`config.mk`:
```
export PLATFORM = sky130hd
export DESIGN_NAME = seg_decode_monitor
export DESIGN_NICKNAME = d
export VERILOG_FILES = /design/src/rtl/seg_decode_monitor.sv
export SDC_FILE = /design/constraint.sdc
export NUM_CORES = 1
export LEC_CHECK = 0
export CAP_MARGIN = 30
export CORE_MARGIN = 2
export CORE_UTILIZATION = 45
export CTS_CLUSTER_SIZE = 10
export DETAILED_ROUTE_END_ITERATION = 10
export GPL_ROUTABILITY_DRIVEN = 1
export HOLD_SLACK_MARGIN = 0.08
export PLACE_DENSITY = 0.7
export SKIP_LAST_GASP = 1
export SLEW_MARGIN = 20
export SYNTH_ARGS = -nofsm -noshare
export SYNTH_HDL_FRONTEND = slang
export SYNTH_SLANG_ARGS = --single-unit
export TNS_END_PERCENT = 30
```
`constraint.sdc`:
```
create_clock -name clk_1hz -period 3 [get_ports clk_1hz]
set_input_delay 0.45 -clock clk_1hz [delete_from_list [all_inputs] [get_ports clk_1hz]]
set_output_delay 0.45 -clock clk_1hz [all_outputs]
set_load 0.1 [all_outputs]
```
`src/rtl/seg_decode_monitor.sv`:
```
// rtl/seg_decode_monitor.sv - seven-segment display observer that decodes, debounces and classifies digit changes
//
// Purpose:
//   Watches the segment drive of a single seven-segment digit, decodes the
//   sampled pattern to a hex value, qualifies it over STABLE_SAMPLES
//   consecutive identical samples, then reports the accepted digit together
//   with a classification of the step from the previous accepted digit
//   (up / down / back-to-zero / hold) and saturating event counters.
//
// Parameters:
//   STABLE_SAMPLES  consecutive identical sampled patterns before acceptance (1..15)
//   ACTIVE_LOW      1: segments_in is inverted before decoding
//
// Ports:
//   clk_1hz          in   1  clock, all state changes on rising edge
//   reset_button     in   1  asynchronous active-high reset
//   segments_in      in   7  segment drive {g,f,e,d,c,b,a}
//   sample_en        in   1  sample strobe, segments_in looked at only when high
//   digit_out        out  4  last accepted hex digit
//   digit_valid      out  1  a digit has been accepted since reset
//   dir_out          out  2  00 hold/first, 01 up, 10 down, 11 back to zero
//   change_pulse     out  1  accepted digit differs from the previous one
//   invalid_pattern  out  1  sampled pattern is not a hex glyph
//   up_count         out  8  saturating count of up steps
//   down_count       out  8  saturating count of down steps
//   err_count        out  8  saturating count of invalid patterns and unclassified jumps

module seg_decode_monitor #(
  parameter int STABLE_SAMPLES = 2,
  parameter bit ACTIVE_LOW     = 1
) (
  input  logic       clk_1hz,
  input  logic       reset_button,
  input  logic [6:0] segments_in,
  input  logic       sample_en,
  output logic [3:0] digit_out,
  output logic       digit_valid,
  output logic [1:0] dir_out,
  output logic       change_pulse,
  output logic       invalid_pattern,
  output logic [7:0] up_count,
  output logic [7:0] down_count,
  output logic [7:0] err_count
);

  typedef enum logic [1:0] {
    IDLE   = 2'd0,
    SETTLE = 2'd1,
    LOCKED = 2'd2
  } state_t;

  localparam logic [1:0] DIR_HOLD = 2'b00;
  localparam logic [1:0] DIR_UP   = 2'b01;
  localparam logic [1:0] DIR_DOWN = 2'b10;
  localparam logic [1:0] DIR_ZERO = 2'b11;

  // Run target as a 4-bit value; a single-sample target means every fresh
  // candidate is accepted on the edge it is first seen.
  localparam logic [3:0] STABLE_TARGET = 4'(STABLE_SAMPLES);
  localparam bit         ACCEPT_FIRST  = (STABLE_SAMPLES <= 1);

  // Returns {valid, digit} for an active-high gfedcba pattern.
  function automatic logic [4:0] decode_seg(input logic [6:0] p);
    logic [4:0] r;
    case (p)
      7'h3F:   r = 5'h10;
      7'h06:   r = 5'h11;
      7'h5B:   r = 5'h12;
      7'h4F:   r = 5'h13;
      7'h66:   r = 5'h14;
      7'h6D:   r = 5'h15;
      7'h7D:   r = 5'h16;
      7'h07:   r = 5'h17;
      7'h7F:   r = 5'h18;
      7'h6F:   r = 5'h19;
      7'h77:   r = 5'h1A;
      7'h7C:   r = 5'h1B;
      7'h39:   r = 5'h1C;
      7'h5E:   r = 5'h1D;
      7'h79:   r = 5'h1E;
      7'h71:   r = 5'h1F;
      default: r = 5'h00;
    endcase
    return r;
  endfunction

  function automatic logic [7:0] sat_inc(input logic [7:0] c);
    return (c == 8'hFF) ? c : c + 8'd1;
  endfunction

  state_t     state, state_next;
  logic [3:0] cand, cand_next;
  logic [3:0] run, run_next;
  logic [3:0] run_inc;

  logic [3:0] digit_next;
  logic       valid_next;
  logic [1:0] dir_next;
  logic       change_next;
  logic       invalid_next;
  logic [7:0] up_next;
  logic [7:0] down_next;
  logic [7:0] err_next;

  logic [6:0] pat;
  logic [4:0] dec;
  logic       pat_valid;
  logic [3:0] pat_digit;
  logic       accept;

  assign pat       = ACTIVE_LOW ? ~segments_in : segments_in;
  assign dec       = decode_seg(pat);
  assign pat_valid = dec[4];
  assign pat_digit = dec[3:0];
  assign run_inc   = run + 4'd1;

  always_ff @(posedge clk_1hz or posedge reset_button) begin
    if (reset_button) begin
      state           <= IDLE;
      cand            <= 4'd0;
      run             <= 4'd0;
      digit_out       <= 4'd0;
      digit_valid     <= 1'b0;
      dir_out         <= DIR_HOLD;
      change_pulse    <= 1'b0;
      invalid_pattern <= 1'b0;
      up_count        <= 8'd0;
      down_count      <= 8'd0;
      err_count       <= 8'd0;
    end else begin
      state           <= state_next;
      cand            <= cand_next;
      run             <= run_next;
      digit_out       <= digit_next;
      digit_valid     <= valid_next;
      dir_out         <= dir_next;
      change_pulse    <= change_next;
      invalid_pattern <= invalid_next;
      up_count        <= up_next;
      down_count      <= down_next;
      err_count       <= err_next;
    end
  end

  always_comb begin
    state_next   = state;
    cand_next    = cand;
    run_next     = run;
    digit_next   = digit_out;
    valid_next   = digit_valid;
    dir_next     = dir_out;
    change_next  = 1'b0;
    invalid_next = 1'b0;
    up_next      = up_count;
    down_next    = down_count;
    err_next     = err_count;
    accept       = 1'b0;

    if (sample_en) begin
      if (!pat_valid) begin
        // A bad glyph breaks any qualification in progress.
        invalid_next = 1'b1;
        err_next     = sat_inc(err_count);
        cand_next    = 4'd0;
        run_next     = 4'd0;
        state_next   = digit_valid ? LOCKED : IDLE;
      end else begin
        case (state)
          IDLE: begin
            cand_next  = pat_digit;
            run_next   = 4'd1;
            state_next = SETTLE;
            accept     = ACCEPT_FIRST;
          end
          SETTLE: begin
            if (pat_digit == cand) begin
              run_next = run_inc;
              accept   = (run_inc >= STABLE_TARGET);
            end else begin
              cand_next = pat_digit;
              run_next  = 4'd1;
              accept    = ACCEPT_FIRST;
            end
          end
          LOCKED: begin
            if (pat_digit == digit_out) begin
              cand_next = 4'd0;
              run_next  = 4'd0;
            end else begin
              cand_next  = pat_digit;
              run_next   = 4'd1;
              state_next = SETTLE;
              accept     = ACCEPT_FIRST;
            end
          end
          default: begin
            state_next = IDLE;
            cand_next  = 4'd0;
            run_next   = 4'd0;
          end
        endcase
      end
    end

    if (accept) begin
      state_next = LOCKED;
      cand_next  = 4'd0;
      run_next   = 4'd0;
      digit_next = pat_digit;
      valid_next = 1'b1;
      if (!digit_valid || pat_digit == digit_out) begin
        // First digit after reset, or the same digit re-qualified after a
        // transient candidate: nothing moved.
        dir_next = DIR_HOLD;
      end else begin
        change_next = 1'b1;
        // Priority: wrap-up (F->0) is an up step, then any other landing on
        // zero is a counter reset, then a single step down.
        if (pat_digit == digit_out + 4'd1) begin
          dir_next = DIR_UP;
          up_next  = sat_inc(up_count);
        end else if (pat_digit == 4'd0) begin
          dir_next = DIR_ZERO;
        end else if (pat_digit == digit_out - 4'd1) begin
          dir_next  = DIR_DOWN;
          down_next = sat_inc(down_count);
        end else begin
          dir_next = DIR_HOLD;
          err_next = sat_inc(err_count);
        end
      end
    end
  end

endmodule

```
After elaboration in Yosys (flattened, before gate mapping)
Cells that the tools add are included.
- $add $sub $neg: 6
- $lt $le $gt $ge: 1
- equal/unequal tests: 28
- multiplexer cells: 39
- bitwise logic cells: 6
- reductions and logical operators: 9
- operator list (kind ; count):
    $eq A7 B7 Y1 const B ; 12
    $pmux W5 S16 ; 1
    $mux W8 ; 8
    $mux W4 ; 9
    $add A8 B1 Y8 const B ; 3
    $eq A8 B8 Y1 const B ; 3
    $pmux W4 S3 ; 2
    $mux W2 ; 9
    $eq A4 B4 Y1 ; 4
    $eq A7 B3 Y1 const B ; 2
    $eq A7 B6 Y1 const B ; 2
    $mux W1 ; 9
    $add A4 B1 Y4 const B ; 2
    $ne A4 B4 Y1 const B ; 2
    $not A7 Y7 ; 1
    $pmux W2 S3 ; 1
    $reduce_and A6 Y1 ; 1
    $not A1 Y1 ; 5
    $ge A4 B2 Y1 const B ; 1
    $logic_not A4 Y1 ; 1
    $reduce_and A4 Y1 ; 1
    $sub A4 B1 Y4 const B ; 1
    $ne A3 B3 Y1 const B ; 1
    $reduce_and A3 Y1 ; 1
    other kinds (7) ; 7
- flip-flop bits (word level): 43
- input bits: 10
- output and inout port bits: 33
- word-level logic and storage cells: 100

Depth between registers and ports, before layout
- depth in word-level cells: 10
- mapped depth: 14
- depth with buffers taken out: 9

Worst setup path after synthesis
Ideal clock, no wire load.
- path kind: flip-flop to flip-flop
- start point: reg digit_out[0]
- end point: reg down_count[1]
- library setup time: 128 ps
- arrival: 3179 ps
- required time: 2872 ps
- setup slack: -308 ps
- stages on the path, launching flop included: 11
- buffers on the path: 1
- clock period less this slack: 3308 ps
- path through: dfrtp_1 -> clkbuf_1 -> inv_1 -> ha_1 -> xor2_1 -> xnor2_1 -> or4b_1 -> a31oi_1 -> nand2_2 -> nor2_4 -> mux2_1
- word-level cells in the longest chain between the ends: 4
- elaborated cells on any way between the ends: 9
- classes of those cells: 2 x add/sub; 3 x eq/ne; 2 x bitwise; 2 x reduce/logical
- ends and longest elaborated chain (what ; RTL line ; text):
    start, declared ; 36 ; output logic [3:0] digit_out,
    start signal, assigned ; 134 ; digit_out <= digit_next;
    $add A4 B1 Y4 or $eq A4 B4 Y1 (tied branches) ; 219, 211 ;
    $eq A4 B4 Y1 or $logic_or A1 B1 Y1 (tied branches) ; 219, 211 ;
    $not A1 Y1 (no line) ; n/a ;
    $reduce_and A6 Y1 (no line) * ; n/a ;
    end signal, assigned ; 140 ; down_count <= down_next;
    end, declared ; 42 ; output logic [7:0] down_count,
Every way passes the cells marked *; elsewhere a longest branch is shown, timed or not.
A chain may end at the register's enable or synchronous reset.

Worst setup path in the final report
- start point: in segments_in[4]
- end point: reg err_count[1]
- word-level cells in the longest chain between the ends: 10
- elaborated cells on any way between the ends: 35
- classes of those cells: 20 x eq/ne; 12 x mux; 1 x bitwise; 2 x reduce/logical
- ends and longest elaborated chain (what ; RTL line ; text):
    start, declared ; 34 ; input logic [6:0] segments_in,
    $not A7 Y7 * ; 111 ; assign pat = ACTIVE_LOW ? ~segments_in : segments_in;
    $eq A7 B7 Y1, or another cell as far along ; 65 ; case (p)
    $pmux W5 S16 * ; 65 ;
    $mux W8 ; 160 ; if (!pat_valid) begin
    $mux W8 ; 159 ; if (sample_en) begin
    $mux W8 ; 224 ; end else if (pat_digit == digit_out - 4'd1) begin
    $mux W8 ; 222 ; end else if (pat_digit == 4'd0) begin
    $mux W8 ; 219 ; if (pat_digit == digit_out + 4'd1) begin
    $mux W8 ; 211 ; if (!digit_valid || pat_digit == digit_out) begin
    $mux W8 * ; 205 ; if (accept) begin
    net err_next[1] ; 103 ; logic [7:0] err_next;
    end signal, assigned ; 141 ; err_count <= err_next;
    end, declared ; 43 ; output logic [7:0] err_count
Mark *: on every way through the listed nets, which the timed path passes. The rest lies on a longest branch.

==> summary.md <==
| Metric | Value |
|---|---|
| Status | finished clean |
| Yosys synthesis warning count | 0 |
| Worst Setup SP | segments_in[4] |
| Syn Area/Cell | 9.81 um^2 |
| CTS sink count | 43 |
| HP Start | down_count[6] |
| Static leakage | 1.93 nW |
| Worst setup SP type | input pin |
| Register bit total from synthesis | 43 |
| Reg2Reg Setup Slack | 0.34 ns |
| Gr usage total | 20.7% |
| Crit path capture type | flip-flop |
| Iteration-0 DRC Markers | 132 |
| Placed cell count | 441 |
| Antenna viol nets, final | 0 |
| Layout Nets | 405 |
| Min-delay worst type | reg -> reg |
| Finished Layout Cells | 464 |
| Synthesized Nets | 306 |
| RD Place Congestion | 0.845 |
| Total number of vias | 2532 |
| Clk_skew | 0.00596 ns |
| Post-detail-place hpwl | 4.97 mm |
| H-tree depth | 2 |
| Dominant cell type by area after synthesis | dfrtp_1 |
| Maximum root-to-sink buffer count | 2 |
| # IOs | 43 |
| Max_cap viols | 0 |
| Most common cell after layout, fill and taps aside | buf_4 |
| Max Clk Rate | 335 MHz |
| Standard-cell row count | 28 |
| Delay of the slowest critical-path stage | 0.55 ns |
| Worst path buffer plus inverter count | 4 |
| Clk slew on worst S/H paths | 0.09 ns |
| Maximum VDD drop | 0.000665 V |
| Pre-antenna DRT Iters | 4 |
| R2R Path End | err_count[1] |
| Largest delay contributor family on the critical path | simple AND/OR/NAND/NOR gates |
| Launching point of the worst reg2reg path | digit_out[0] |
| Die ar. | 6950 um^2 |
| CTS Buf Count | 5 |
| Synth area leaders | dfrtp_1 38%, xor2_1 5.3%, xnor2_1 3.7%, nand2_1 3.4%, nor2_1 3.3% |
| Final setup vio count | 0 |
| Register area share after synthesis | 38.0% |
| Yosys cell types | 60 |
| Instance count on the critical path | 13 |
| Synth top area share | 38.0% |
| Largest net degree at the start of global routing | 44 |
| Diode count | 0 |
| Synth Flop Type | dfrtp_1 |
| Worst Path Required | 3.19 ns |
| Die Span Y | 83.4 um |
| Final hold vios | 0 |
| Core ar. | 5990 um^2 |
| FF-to-FF path depth | 7 |
| Worst slew pin tran | 0.549 ns |
| Layout cells sized above 1 | 43.2% |
| Post-synthesis cell count | 289 |
| CTS root buf | clkbuf_8 |
| Power, Total | 2.08 mW |
| Fillers | 464 |
| RSZ-0062 raised after global routing | true |
| Most frequent cells in the layout | 90 x buf_4, 40 x dfrtp_1, 26 x nand2_1 |
| Number of synthesized flops with an enable pin | 0 |
| Power density cells | 514 nW/um^2 |
| Vias in the first global route | 2500 |
| Most used cell, CP | a31oi_4 |
| Max-slew violations | 0 |
| Crit path DAT | 3.17 ns |
| CP max FO | 7 |
| DRC viols | 0 |
| Grt total ovfl | 0 |
| Design Area, Final | 4050 um^2 |
| First-pass GRT wire length | 11.9 mm |
| Area growth syn-to-layout | 42.8% |
| Crit path cell chain | buf_12, buf_8, or4b_4, a31oi_4, nor4_4, buf_4, xnor2_2, a211o_1, and4bb_4, a31oi_4, buf_6, nor2_4, mux2_4 |
| Capture point of the worst path | err_count[1] |
| Post-synth ARST share | 100% |
| CP max-delay cell | or4b_4 |
| Die Wd | 83.4 um |
| Vias/cell | 5.46 |
| Rel. slew slack | 63.4% |
| Final WL | 7.09 mm |
| TritonCTS clock tree | yes |
| Placed Area | 3660 um^2 |
| Fin crit period | 2.98 ns |
| Hold_buf cts | 0 |
| Initial core utilization | 47.3% |
| Wire per inst | 15.3 um |
| Period utilization | 99.4% |
| Worst-Skew Late Latency | 0.30 ns |
| IO Port Bufs | 42 |
| Initial antenna violation count | 0 |
| Setup Crit Path Kind | in -> reg |
| Post-Syn Area | 2840 um^2 |
==> stage by stage <==
stage | worst slack, ns | util [%] | hold WS, ns | TNS, ns
2_1_floorplan | -0.112 | - | 0.484 | -0.279
3_3_place_gp | -0.686 | 61.1 | 0.473 | -18.55
3_5_place_dp | -0.738 | 61.1 | 0.479 | -20.70
4_1_cts | -0.0703 | 65.2 | 0.495 | -0.343
5_1_grt | -0.0677 | 67.6 | 0.530 | -0.302
6_report | 0.0184 | 67.6 | 0.495 | 0
==> Yosys cell counts, types with 5 or more instances <==
cell type  count
nor3_2         5
nand2_1       26
nand3_1       17
or3_1          5
mux2_2         5
o21ai_0       11
inv_1          9
buf_2          6
xnor2_1       12
ha_1           7
nor3_1         6
xor2_1        17
and3_1         5
dfrtp_1       43
nor2_1        25
==> area by class of cell <==
class                           instances  area (um^2)  share of cell area [%]
Multi-Input combinational cell        223         1880                    46.5
Sequential cell                        43         1080                    26.7
Timing Repair Buffer                  106          846                    20.9
Tap cell                               75         93.8                    2.32
Clock buffer                            5         68.8                    1.70
Clock inverter                          3         43.8                    1.08
Inverter                                9         33.8                   0.835
==> registers in the layout (all words and copies together) (netlist names), 2 cells and up <==
name	count
run	4
up_count	8
state	2
cand	4
digit_out	4
err_count	8
dir_out	2
down_count	8
==> worst reg2reg max path, stage by stage (launching register included) <==
cell and delay [ns]:
dfrtp_2 0.51, nor3_1 0.28, xnor3_1 0.38, or4b_4 0.58
a31oi_4 0.31, buf_6 0.15, nor2_4 0.03, mux2_4 0.30
==> logic make-up (layout without fill, tap and decap cells) <==
logic type / count (synthesis) / after routing / synth area share, %
compound gates: 39 / 39 / 10.7
xor+xnor: 31 / 31 / 10.5
fa+ha+maj: 7 / 7 / 3.09
buf+inv: 23 / 123 / 4.37
flops: 43 / 43 / 38.0
mux: 9 / 9 / 3.57
simple gates: 137 / 137 / 29.7
==> metal layers <==
metal  up-vias  global-route usage (%)  part of all wire (%)
met5         -                       0                     0
met4         0                    5.51                   1.8
met3        11                    4.27                   3.7
met2        59                    34.5                    49
met1      1232                    27.3                    45
li1       1230                       -                     -
==> power by group <==
| part | internal, mW | switching, mW | total [mW] |
|---|---|---|---|
| clock | 0.248 | 0.222 | 0.470 |
| combinational | 0.279 | 0.605 | 0.884 |
| sequential | 0.642 | 0.0842 | 0.727 |
==> repair_timing <==
item	in CTS	in global routing
gates resized for setup	28	41
setup buffers	7	10
setup endpoints to repair	37	33
pin swaps	12	18
hold endpoints to repair	0	0
gates cloned	1	0
==> worst min-delay path by stage <==
stage	end	slack, ns	cells past startpoint
final	down_count[6]	0.50	1
after global routing	down_count[4]	0.53	1
after floorplan	run[3]	0.48	1
after detailed placement	down_count[6]	0.48	1
after CTS	down_count[6]	0.50	1
after global placement	down_count[6]	0.47	1
No activity file was read; power rests on OpenSTA's default activity.
